--- src/rtl/rat_alu_pkg.sv ---
// rat_alu_pkg: shared RAT ALU op codes, sequencer state type and op classification helper
// Contents:
//   OP_*            4-bit ALU SEL encodings (ADD=0 ... MOV=14, UNUSED=15)
//   seq_state_t     sequencer states IDLE, RUN, DONE
//   is_right_shift  true for ops that walk the bytes from the top down
package rat_alu_pkg;
    localparam logic [3:0] OP_ADD    = 4'd0;
    localparam logic [3:0] OP_ADDC   = 4'd1;
    localparam logic [3:0] OP_SUB    = 4'd2;
    localparam logic [3:0] OP_SUBC   = 4'd3;
    localparam logic [3:0] OP_CMP    = 4'd4;
    localparam logic [3:0] OP_AND    = 4'd5;
    localparam logic [3:0] OP_OR     = 4'd6;
    localparam logic [3:0] OP_EXOR   = 4'd7;
    localparam logic [3:0] OP_TEST   = 4'd8;
    localparam logic [3:0] OP_LSL    = 4'd9;
    localparam logic [3:0] OP_LSR    = 4'd10;
    localparam logic [3:0] OP_ROL    = 4'd11;
    localparam logic [3:0] OP_ROR    = 4'd12;
    localparam logic [3:0] OP_ASR    = 4'd13;
    localparam logic [3:0] OP_MOV    = 4'd14;
    localparam logic [3:0] OP_UNUSED = 4'd15;

    typedef enum logic [1:0] {IDLE, RUN, DONE} seq_state_t;

    function automatic logic is_right_shift(input logic [3:0] op);
        return op inside {OP_LSR, OP_ROR, OP_ASR};
    endfunction
endpackage

--- src/rtl/alu_multibyte_seq.sv ---
// alu_multibyte_seq: runs an external 8-bit RAT ALU over NBYTES-wide operands, one byte per clock
// Ports:
//   clk, rst                     clock (rising edge), asynchronous active-high reset
//   start, op, a_in, b_in, cin_in  request and operands, sampled only in IDLE
//   busy, done, err              status; done/err are one-cycle pulses
//   result, c, z                 registered word result and flags
//   alu_sel, alu_a, alu_b, alu_cin  drive the ALU (zero outside RUN)
//   alu_result, alu_c, alu_z     combinational ALU outputs
module alu_multibyte_seq
    import rat_alu_pkg::*;
#(
    parameter int NBYTES = 2,
    localparam int W = 8 * NBYTES,
    localparam int IW = $clog2(NBYTES)
) (
    input  logic         clk,
    input  logic         rst,
    input  logic         start,
    input  logic [3:0]   op,
    input  logic [W-1:0] a_in,
    input  logic [W-1:0] b_in,
    input  logic         cin_in,
    output logic         busy,
    output logic         done,
    output logic         err,
    output logic [W-1:0] result,
    output logic         c,
    output logic         z,
    output logic [3:0]   alu_sel,
    output logic [7:0]   alu_a,
    output logic [7:0]   alu_b,
    output logic         alu_cin,
    input  logic [7:0]   alu_result,
    input  logic         alu_c,
    input  logic         alu_z
);
    seq_state_t   state, state_nx;
    logic [W-1:0] a_r, b_r, temp, temp_nx;
    logic [3:0]   op_r;
    logic [IW-1:0] idx;
    logic         cy, zacc, right, first, last, accept;

    assign accept = state == IDLE && start;
    assign right  = is_right_shift(op_r);
    assign first  = right ? idx == IW'(NBYTES - 1) : idx == '0;
    assign last   = right ? idx == '0 : idx == IW'(NBYTES - 1);
    assign busy   = state != IDLE;
    assign done   = state == DONE;

    always_ff @(posedge clk or posedge rst) begin
        if (rst) state <= IDLE;
        else     state <= state_nx;
    end

    always_comb begin
        state_nx = state == IDLE ? (start ? (op == OP_UNUSED ? DONE : RUN) : IDLE)
                 : state == RUN  ? (last ? DONE : RUN)
                 : IDLE;
    end

    // Byte-level SEL: the first byte of a chained op uses the carry-less form,
    // rotates reuse the shift SELs with the wrap-around bit preloaded into cy.
    always_comb begin
        alu_sel = '0;
        alu_a   = '0;
        alu_b   = '0;
        alu_cin = 1'b0;
        temp_nx = temp;
        temp_nx[{idx, 3'b000} +: 8] = alu_result;
        if (state == RUN) begin
            alu_a   = a_r[{idx, 3'b000} +: 8];
            alu_b   = b_r[{idx, 3'b000} +: 8];
            alu_cin = cy;
            case (op_r)
                OP_ADD:         alu_sel = first ? OP_ADD : OP_ADDC;
                OP_SUB, OP_CMP: alu_sel = first ? OP_SUB : OP_SUBC;
                OP_ROL:         alu_sel = OP_LSL;
                OP_ROR:         alu_sel = OP_LSR;
                OP_ASR:         alu_sel = first ? OP_ASR : OP_LSR;
                default:        alu_sel = op_r;
            endcase
        end
    end

    always_ff @(posedge clk or posedge rst) begin
        if (rst) begin
            a_r    <= '0;
            b_r    <= '0;
            op_r   <= '0;
            temp   <= '0;
            idx    <= '0;
            cy     <= 1'b0;
            zacc   <= 1'b0;
            err    <= 1'b0;
            result <= '0;
            c      <= 1'b0;
            z      <= 1'b0;
        end else begin
            err <= accept && op == OP_UNUSED;
            if (accept && op != OP_UNUSED) begin
                a_r  <= a_in;
                b_r  <= b_in;
                op_r <= op;
                idx  <= is_right_shift(op) ? IW'(NBYTES - 1) : '0;
                zacc <= 1'b1;
                cy   <= op == OP_ROL ? a_in[W-1] : op == OP_ROR ? a_in[0] : cin_in;
            end
            if (state == RUN) begin
                temp <= temp_nx;
                cy   <= alu_c;
                zacc <= zacc & alu_z;
                idx  <= right ? idx - IW'(1) : idx + IW'(1);
                if (last) begin
                    c <= alu_c;
                    z <= zacc & alu_z;
                    if (!(op_r inside {OP_CMP, OP_TEST})) result <= temp_nx;
                end
            end
        end
    end
endmodule

--- config.mk ---
export PLATFORM = sky130hd
export DESIGN_NAME = alu_multibyte_seq
export DESIGN_NICKNAME = d
export VERILOG_FILES = /design/src/rtl/rat_alu_pkg.sv /design/src/rtl/alu_multibyte_seq.sv
export SDC_FILE = /design/constraint.sdc
export NUM_CORES = 1
export LEC_CHECK = 0
export CAP_MARGIN = 20
export CORE_ASPECT_RATIO = 2
export CORE_MARGIN = 3
export CORE_UTILIZATION = 35
export CTS_BUF_LIST = sky130_fd_sc_hd__clkbuf_4 sky130_fd_sc_hd__clkbuf_8 sky130_fd_sc_hd__clkbuf_16
export DETAILED_ROUTE_END_ITERATION = 10
export HOLD_SLACK_MARGIN = 0.1
export SLEW_MARGIN = 0
export SYNTH_ARGS = -nofsm -noshare
export SYNTH_HDL_FRONTEND = slang
export SYNTH_SLANG_ARGS = --single-unit
--- constraint.sdc ---
create_clock -name clk -period 2.5 [get_ports clk]
set_input_delay 0.5 -clock clk [delete_from_list [all_inputs] [get_ports clk]]
set_output_delay 0.5 -clock clk [all_outputs]
set_load 0.02 [all_outputs]
==> summary.md <==
| Metric | Value |
|---|---|
| Clock latency on the worst-skew pair | `around 0.33 ns` |
| Initial antenna violation count | `0` |
| I/O Buffers | `91` |
| Vias per inst | `4.596` |
| Routed via count | `2776` |
| Drt pass-1 iters | `4` |
| Setup TNS Final | `0 ns` |
| Placed Cells incl. Taps | `587` |
| First-pass GRT wire length | `13.99 mm` |
| Worst Hold Class | `reg -> reg` |
| # nets final | `519` |
| Worst Setup EP | `alu_b[2]` |
| Avg Cell Area, Syn | `between 9 and 10 um2` |
| Proportion of layout cells with a drive suffix above 1 | `0.1462` |
| Die Height | `147.9 um` |
| Synth unique cells | `33` |
| R2R setup slack | `0.67 ns` |
| Max_cap viols | `0` |
| Max clock buf depth | `2` |
| Fin. max-slew vios | `0` |
| CTS sink count | `between 70 and 80` |
| Die Wd | `76.94 um` |
| Synth Cell Area | `0.003522 mm2` |
| First DRT Iteration DRCs | `72` |
| # DRC | `0` |
| Final Cycle Share | `0.9476` |
| Routability cong. | `0.8524` |
| Drt total wl | `8.410 mm` |
| # rows | `51` |
| Worst reg2reg path depth | `4` |
| Gr ovfl total | `0` |
| CP Data Arrival Time | `1.87 ns` |
| Outcome | `completed` |
| VDD IR max | `0.5061 mV` |
| RSZ-0062 raised after global routing | `false` |
| Leak pwr | `between 0.002 and 0.0025 uW` |
| Post-DRT Antenna Nets | `0` |
| Total of warnings raised by yosys | `0` |
| Commonest non-fill, non-tap cell in the layout | `nand2_1` |
| Async SR Flop Fraction | `1.000` |
| Root Buffer Master | `clkbuf_16` |
| Htree depth | `3` |
| Largest net degree at the start of global routing | `33` |
| Rel. slew slack | `0.6303` |
| CTS tree | `yes` |
| Final std cells w/o fill | `between 600 and 700` |
| Layout area overhead | `40.46%` |
| Type of the worst setup path | `reg -> out` |
| Tot GR Track Use | `0.1577` |
| Synthesized Nets | `418` |
| TritonCTS buffer count | `9` |
| Hold_buf cts | `0` |
| Worst reg2reg endpoint | `temp[4]$_DFFE_PP0P_` |
| Fmax | `422.1 MHz` |
| Post-Syn Instances | `approximately 370` |
| Ys flop type | `dfrtp_1` |
| Worst setup path startpoint | `state[1]$_DFF_PP0_` |
| I/O Pins | `92` |
| Final Hold Vio Count | `0` |
| Die Area | `0.01138 mm2` |
| Critical Path End Type | `output pin` |
| Reg clk slew, reported paths | `0.05 ns` |
| Initial Utilization | `0.3608` |
| ANT cells | `0` |
| Overall power | `roughly 6400 uW` |
| Drt wl/cell | `roughly 14 um` |
| Synthesized flop and latch total | `between 70 and 80` |
| Synth top area share | `0.5400` |
| Period minus WS final | `between 2 and 2.5 ns` |
| CORE AREA | `0.009763 mm2` |
| Number of global-route vias before repair | `2879` |
| Post-synth top area cell | `dfrtp_1` |
| Sequential share of the synthesized area | `0.5400` |
| Hpwl dp | `6.361 mm` |
| PD cells | `1294 mW/mm2` |
| Worst reg2reg path startpoint | `idx$_DFFE_PP0P_` |
| Area contributors post-synth | `dfrtp_1 (54%), nand2_1 (12%), mux2i_1 (9.4%)` |
| Worst Setup Start Kind | `flip-flop` |
| Post-synth EDFFs | `0` |
| CP max FO | `9` |
| Most frequent cells in the layout | `nand2_1 (117), clkdlybuf4s50_1 (88), dfrtp_1 (75)` |
| Final setup fails | `0` |
| Critical Path RT | `2.00 ns` |
| Worst Skew | `0.004185 ns` |
| Worst Tran Pin Value | `~0.55 ns` |
worst max-delay path: stages (launching register included):
cell             delay [ns]
dfrtp_1                0.39
nand2b_1               0.17
buf_4                  0.18
nor2_1                 0.17
clkdlybuf4s50_1        0.63
report_power, final:
group | leakage [uW] | internal (uW) | total [uW] | switching (uW)
sequential | 0.000910 | 1820 | 2180 | 354
clock | 0.000134 | 716 | 1150 | 431
combinational | 0.00123 | 1440 | 3080 | 1640
total | 0.00227 | 3980 | 6400 | 2420
cell usage after synthesis, drive strengths merged, types with 2 or more instances:
master,instances
a211oi,2
a21oi,20
and2,2
buf,11
clkbuf,9
dfrtp,76
inv,7
mux2,9
mux2i,33
nand2,117
nand3,2
nand4,2
nor2,41
nor2b,2
nor3,2
o21ai,21
xnor2,2
how the worst min path moves through the flow:
stage,from,to,slack (ns),cells past startpoint
3_3_place_gp,a_r[6]$_DFFE_PP0P_,a_r[6]$_DFFE_PP0P_,0.46,2
3_5_place_dp,a_r[6]$_DFFE_PP0P_,a_r[6]$_DFFE_PP0P_,0.46,2
6_report,a_r[6]$_DFFE_PP0P_,a_r[6]$_DFFE_PP0P_,0.47,2
4_1_cts,a_r[6]$_DFFE_PP0P_,a_r[6]$_DFFE_PP0P_,0.48,2
5_1_grt,b_r[12]$_DFFE_PP0P_,b_r[12]$_DFFE_PP0P_,0.49,2
2_1_floorplan,a_r[0]$_DFFE_PP0P_,a_r[0]$_DFFE_PP0P_,0.44,2
through the flow:
step / setup slack (ns) / util / hold slack [ns] / area [um2]
6_report: 0.1310 / 0.5067 / 0.4712 / 4947
2_1_floorplan: 0.06167 / - / 0.4450 / 3522
5_1_grt: 0.04156 / 0.5067 / 0.4929 / 4947
3_3_place_gp: 0.2938 / 0.4767 / 0.4575 / 4654
4_1_cts: 0.005374 / 0.5060 / 0.4761 / 4940
3_5_place_dp: 0.2948 / 0.4767 / 0.4631 / 4654
state kept, by name, summed over array words and instances, names as in the netlist:
signal and cells:
a_r 16, b_r 16, result 16, temp 16, op_r 4, state 2, c 1, cy 1
err 1, idx 1, z 1, zacc 1
cell type report:
cell class	count	area [um2]
multi-input cells	265	1490
repair buffers	110	1099
flip-flops and latches	76	1903
well taps	132	165.2
clock buffers	14	262.8
fillers	938	4816
inverters	7	27.53
cells by family (layout without fill, tap and decap cells):
family / Yosys count / count (layout) / synth area share
flip-flops: 76 / 76 / 0.5400
AND/OR/NAND/NOR: 174 / 174 / 0.2053
XOR/XNOR: 2 / 2 / 0.004974
multiplexers: 42 / 42 / 0.1226
AO/OA/AOI/OAI: 47 / 47 / 0.09023
buffers and inverters: 27 / 131 / 0.03695
routing by layer:
metal  track usage  up-vias  wire length (um)
met3       0.05244       12               413
met1        0.1654     1290              3251
met2        0.2828       66              4525
met4       0.06806        0               219
li1              -     1408                 -
met5             0        -                 0
repair_timing:
action | 4_1_cts | 5_1_grt
pin swaps | 0 | 0
endpoints found under the setup margin | 2 | 3
resized for setup | 0 | 4
gates cloned | 0 | 0
endpoints found under the hold margin | 0 | 0
setup buffers | 3 | 0
No activity file was read; power rests on OpenSTA's default activity.
